--- src/rtl/cpu_pipe_pkg.sv ---
// cpu_pipe_pkg: shared stage payload widths, ctrl bit positions and skid buffer state codes
package cpu_pipe_pkg;
  localparam int DE_DATA_W = 107;
  localparam int DE_CTRL_W = 6;
  localparam int EM_DATA_W = 69;
  localparam int EM_CTRL_W = 3;
  localparam int MW_DATA_W = 69;
  localparam int MW_CTRL_W = 2;
  localparam int CTRL_WREG = 0;
  localparam int CTRL_M2REG = 1;
  localparam int CTRL_WMEM = 2;
  localparam int CTRL_JAL = 3;
  localparam int CTRL_ALUIMM = 4;
  localparam int CTRL_SHIFT = 5;
  localparam logic [1:0] S_EMPTY = 2'd0;
  localparam logic [1:0] S_ONE = 2'd1;
  localparam logic [1:0] S_FULL = 2'd2;
endpackage

--- src/rtl/pipe_skid_buf.sv ---
// pipe_skid_buf: 2-entry skid buffer with registered in_ready and flush
module pipe_skid_buf
  import cpu_pipe_pkg::*;
#(
  parameter int DATA_W = DE_DATA_W,
  parameter int CTRL_W = DE_CTRL_W
)(
  input  logic              clk,
  input  logic              clr,
  input  logic              flush,
  input  logic              in_valid,
  output logic              in_ready,
  input  logic [DATA_W-1:0] in_data,
  input  logic [CTRL_W-1:0] in_ctrl,
  output logic              out_valid,
  input  logic              out_ready,
  output logic [DATA_W-1:0] out_data,
  output logic [CTRL_W-1:0] out_ctrl
);
  logic [1:0] st, st_nx;
  logic [DATA_W-1:0] skid_data;
  logic [CTRL_W-1:0] skid_ctrl;
  logic in_xfer;
  assign out_valid = st != S_EMPTY;
  assign in_xfer = in_valid & in_ready;
  always_comb
    st_nx = flush ? S_EMPTY
          : st == S_EMPTY ? (in_xfer ? S_ONE : S_EMPTY)
          : st == S_ONE ? (in_xfer ? (out_ready ? S_ONE : S_FULL) : (out_ready ? S_EMPTY : S_ONE))
          : out_ready ? S_ONE : S_FULL;
  always_ff @(posedge clk)
    if (clr) begin
      st <= S_EMPTY;
      in_ready <= 1'b1;
      out_data <= '0;
      out_ctrl <= '0;
      skid_data <= '0;
      skid_ctrl <= '0;
    end else begin
      st <= st_nx;
      in_ready <= st_nx != S_FULL;
      if (!flush) begin
        if (st == S_FULL) begin
          if (out_ready) begin
            out_data <= skid_data;
            out_ctrl <= skid_ctrl;
          end
        end else if (in_xfer) begin
          if (st == S_EMPTY || out_ready) begin
            out_data <= in_data;
            out_ctrl <= in_ctrl;
          end else begin
            skid_data <= in_data;
            skid_ctrl <= in_ctrl;
          end
        end
      end
    end
endmodule

--- src/rtl/pipe_stage_reg.sv ---
// pipe_stage_reg: pipeline stage register with handshake, flush, bubble masking, optional skid and stall counter
module pipe_stage_reg
  import cpu_pipe_pkg::*;
#(
  parameter int DATA_W = DE_DATA_W,
  parameter int CTRL_W = DE_CTRL_W,
  parameter int SKID = 1,
  parameter int CNT_W = 16
)(
  input  logic              clk,
  input  logic              clr,
  input  logic              flush,
  input  logic              in_valid,
  output logic              in_ready,
  input  logic [DATA_W-1:0] in_data,
  input  logic [CTRL_W-1:0] in_ctrl,
  output logic              out_valid,
  input  logic              out_ready,
  output logic [DATA_W-1:0] out_data,
  output logic [CTRL_W-1:0] out_ctrl,
  output logic [CNT_W-1:0]  stall_cnt
);
  logic [CTRL_W-1:0] ctrl_reg;
  generate
    if (SKID != 0) begin : g_skid
      pipe_skid_buf #(.DATA_W(DATA_W), .CTRL_W(CTRL_W)) u_buf (
        .clk(clk),
        .clr(clr),
        .flush(flush),
        .in_valid(in_valid),
        .in_ready(in_ready),
        .in_data(in_data),
        .in_ctrl(in_ctrl),
        .out_valid(out_valid),
        .out_ready(out_ready),
        .out_data(out_data),
        .out_ctrl(ctrl_reg)
      );
    end else begin : g_reg
      assign in_ready = out_ready | ~out_valid;
      always_ff @(posedge clk)
        if (clr) begin
          out_valid <= 1'b0;
          out_data <= '0;
          ctrl_reg <= '0;
        end else if (flush) begin
          out_valid <= 1'b0;
        end else if (in_valid & in_ready) begin
          out_valid <= 1'b1;
          out_data <= in_data;
          ctrl_reg <= in_ctrl;
        end else if (out_ready) begin
          out_valid <= 1'b0;
        end
    end
  endgenerate
  assign out_ctrl = out_valid ? ctrl_reg : '0;
  always_ff @(posedge clk)
    if (clr) stall_cnt <= '0;
    else if (out_valid & ~out_ready & ~flush & ~&stall_cnt) stall_cnt <= stall_cnt + 1'b1;
endmodule

--- config.mk ---
export PLATFORM = sky130hd
export DESIGN_NAME = pipe_stage_reg
export DESIGN_NICKNAME = d
export VERILOG_FILES = /design/src/rtl/cpu_pipe_pkg.sv /design/src/rtl/pipe_skid_buf.sv /design/src/rtl/pipe_stage_reg.sv
export SDC_FILE = /design/constraint.sdc
export NUM_CORES = 1
export LEC_CHECK = 0
export ABC_AREA = 1
export CORE_ASPECT_RATIO = 0.8
export CORE_UTILIZATION = 50
export CTS_CLUSTER_DIAMETER = 50
export CTS_CLUSTER_SIZE = 10
export DETAILED_ROUTE_END_ITERATION = 12
export PLACE_DENSITY = 0.85
export SYNTH_ARGS = -nofsm -noshare
export SYNTH_HDL_FRONTEND = slang
export SYNTH_SLANG_ARGS = --single-unit
--- constraint.sdc ---
create_clock -name clk -period 2.1 [get_ports clk]
set_input_delay 0.21 -clock clk [delete_from_list [all_inputs] [get_ports clk]]
set_output_delay 0.21 -clock clk [all_outputs]
set_load 0.02 [all_outputs]
==> key figures <==
Run status
  • Status: finished clean

Floorplanning
  • Initial core utilization: 51.62%
  • Die area: 21260 um^2
  • IO Pins: between 200 and 250
  • Die Y: 130.6 um
  • Core Area: 20030 um^2
  • Site Rows: 46
  • Die Width: 162.8 um

Pwr
  • Clk pwr share: between 40% and 50%
  • Switching power: 2.654 mW
  • PD cells: 774.3 nW/um^2
  • Share of total power in sequential cells: roughly 47%
  • Sw Ratio: approximately a quarter
  • Internal power of the cells: roughly 8.0 mW
  • Power Total: between 10 and 15 mW
  • Leakage power: between 5 and 6 nW
  • Gate power share: 13.3%
  • VDD IR-drop max: between 0.5 and 0.6 mV

Clock tree
  • Worst-path clk slew: 0.05 ns
  • Clk_lat worst skew: about 0.55 ns
  • Cts repair resizes: 0
  • Cts hold-fix bufs: 0
  • Postcts setup bufs: 0
  • H-Tree Depth: 1
  • CTS tree: done
  • Total clock sinks: 245
  • Clk buf depth: 3
  • CTS root buffer: clkbuf_16
  • Num CTS Buffers: 29

STA
  • Period utilization: 94.94%
  • Sum Neg Setup Slack: 0 ns
  • Worst Skew: 0.01251 ns
  • Unrepaired setup endpoints after global routing: no
  • Max Clock Freq: ~500 MHz
  • Slew margin rel.: 39.44%
  • Pins Over Slew Limit: 0
  • Measured slew at the worst slew-check pin: about 0.91 ns
  • Final setup violation count: 0
  • Final Hold Fails: 0
  • Min cycle time layout: 1.994 ns

Yosys
  • Seq/Total Area, Yosys: 47.44%
  • Syn Inst Count: 1402
  • Syn Nets: 1521
  • Syn_area_per_cell: 7.374 um^2
  • Synth unique cells: 25
  • Yosys warnings: 0
  • Mapped Area: between 10000 and 15000 um^2
  • #FFs+latches synth: between 200 and 250

Final layout
  • Most frequent cells in the layout: clkdlybuf4s50_1, dfxtp_1, inv_1
  • Commonest non-fill, non-tap cell in the layout: clkdlybuf4s50_1
  • Area Growth Syn to Fin: 32.79%
  • Ant. Diodes: 0
  • Cell area after layout: 13730 um^2
  • Fin cells: 1866
  • Share of cells above drive strength 1: about 5.6%
  • Final nets: 1718

Detailed routing
  • WL final: 25390 um
  • Drt wl/cell: 13.61 um
  • Initial drt markers: 925
  • Vias per cell: 5.151
  • First-pass detailed-route iteration total: 5
  • DR vias: 9612
  • Post-route ant nets: 0
  • Drc violations: 0

Run
  • # Max-Cap Violations: 0

GRT
  • Pin count of the biggest net entering global routing: between 150 and 200
  • Global-route wire length before repair: 40050 um
  • Vias in the first global route: roughly 8400
  • Initial antenna violation count: 0
  • Gr usage total: 22.78%
  • Grt total ovfl: 0

Setup path
  • R2R Path Start: g_skid.u_buf.st[0]$_SDFF_PP0_
  • R2R setup slack: approximately 0.22 ns
  • Reg2reg end: g_skid.u_buf.out_data[88]$_SDFFE_PP0P_
  • Worst setup SP type: flip-flop
  • Crit path arrival time: 1.78 ns
  • CP Launch Point: g_skid.u_buf.st[1]$_SDFF_PP0_
  • CP Capture Type: primary output
  • CP Class: flip-flop to primary output
  • Reg2reg path depth: 5
  • CP max FO: 8
  • Critical Path End: out_ctrl[0]
  • Worst EP required: 1.89 ns

Placement
  • Cell Area, Placed: roughly 13000 um^2
  • DP HPWL: 16700 um
  • GP Congestion: ~0.86
  • Placed instance count: about 1800
  • I/O Buffers: 248

Worst hold path
  • Worst Hold Class: input port to flip-flop
==> per-layer routing <==
metal | share of wire, % | up-vias | track usage, %
met3 | 6.5 | 54 | 4.924
li1 | - | 4931 | -
met2 | 47 | 267 | 37.77
met5 | 0 | - | 0
met4 | 3.4 | 0 | 8.191
met1 | 43 | 4360 | 29.36
==> worst min-delay path by stage <==
| stage | endpoint | slack [ns] | start | cells past startpoint |
|---|---|---|---|---|
| 5_1_grt | g_skid.u_buf.skid_data[2]$_SDFFE_PP0P_ | 0.32 | in_data[2] | 3 |
| 3_3_place_gp | g_skid.u_buf.out_data[104]$_SDFFE_PP0P_ | 0.43 | g_skid.u_buf.out_data[104]$_SDFFE_PP0P_ | 2 |
| 2_1_floorplan | stall_cnt[2]$_SDFFE_PP0P_ | 0.28 | clr | 1 |
| 6_report | g_skid.u_buf.skid_data[37]$_SDFFE_PP0P_ | 0.32 | in_data[37] | 3 |
| 4_1_cts | g_skid.u_buf.skid_data[37]$_SDFFE_PP0P_ | 0.31 | in_data[37] | 3 |
| 3_5_place_dp | g_skid.u_buf.out_data[19]$_SDFFE_PP0P_ | 0.44 | g_skid.u_buf.out_data[19]$_SDFFE_PP0P_ | 2 |
==> registers in the layout (all words and copies together) (netlist names) <==
name,flops
g_skid.u_buf.out_ctrl,6
g_skid.u_buf.out_data,107
g_skid.u_buf.skid_ctrl,6
stall_cnt,16
g_skid.u_buf.skid_data,107
g_skid.u_buf.in_ready,1
g_skid.u_buf.st,2
==> cell usage after synthesis <==
| cell type | count | area share, % |
|---|---|---|
| nor3b_1 | 1 | 0.073 |
| nor2_2 | 1 | 0.061 |
| o21ai_0 | 153 | 7.4 |
| nand2_1 | 168 | 6.1 |
| nor3_1 | 1 | 0.048 |
| a21oi_1 | 239 | 12 |
| o21ai_2 | 30 | 2.5 |
| dfxtp_1 | 245 | 47 |
| nand3b_1 | 1 | 0.073 |
| inv_2 | 1 | 0.036 |
| xnor2_1 | 3 | 0.25 |
| inv_1 | 242 | 8.8 |
| nand3_2 | 2 | 0.19 |
| clkbuf_2 | 2 | 0.097 |
| buf_6 | 12 | 1.3 |
| buf_2 | 37 | 1.8 |
| xor2_1 | 4 | 0.34 |
| o21ai_1 | 160 | 7.7 |
| nor2_1 | 32 | 1.2 |
| ha_1 | 1 | 0.12 |
| clkbuf_1 | 50 | 1.8 |
| nor2_4 | 2 | 0.22 |
| nand4_1 | 5 | 0.30 |
| or2_4 | 1 | 0.085 |
| nand3_1 | 9 | 0.44 |
==> cell families after synthesis <==
family,Yosys count,share of synthesized area (%)
buf+inv,344,13.83
simple gates,223,8.750
compound gates,582,29.26
fa+ha+maj,1,0.1210
flops,245,47.44
xor+xnor,7,0.5930
==> worst max-delay path, cell delays in order, from the launching register on <==
cell and delay, ns:
dfxtp_1 0.38, nor2_4 0.10, nor2_1 0.12, clkdlybuf4s50_1 0.64
==> metrics by stage <==
stage | utilization [%] | setup slack [ns] | hold WS (ns)
finish | 68.54 | 0.1064 | 0.3178
global route | 68.54 | 0.04152 | 0.3235
CTS | 68.54 | 0.08689 | 0.3056
detailed placement | 64.70 | 0.2459 | 0.4351
global placement | 64.70 | 0.3216 | 0.4311
floorplan | - | 0.4092 | 0.2791
==> cell type report <==
class                      count  area (um^2)
clock buffer                  31        733.2
clock inverter                 3        36.28
fill                        1650         6301
inverter                     243        917.1
multi-input combinational    813         4019
sequential                   245         4905
tap                          264        330.3
timing repair buffer         267         2788
==> power by group through the flow <==
stage	logic, mW	clock network, mW	registers, mW
finish	1.41	4.28	4.94
CTS	1.42	4.35	4.94
detailed placement	1.41	0	5.04
floorplan	0.529	0	5.21
global route	1.54	4.55	4.96
global placement	1.37	0	5.03
No activity file was read; power rests on OpenSTA's default activity.
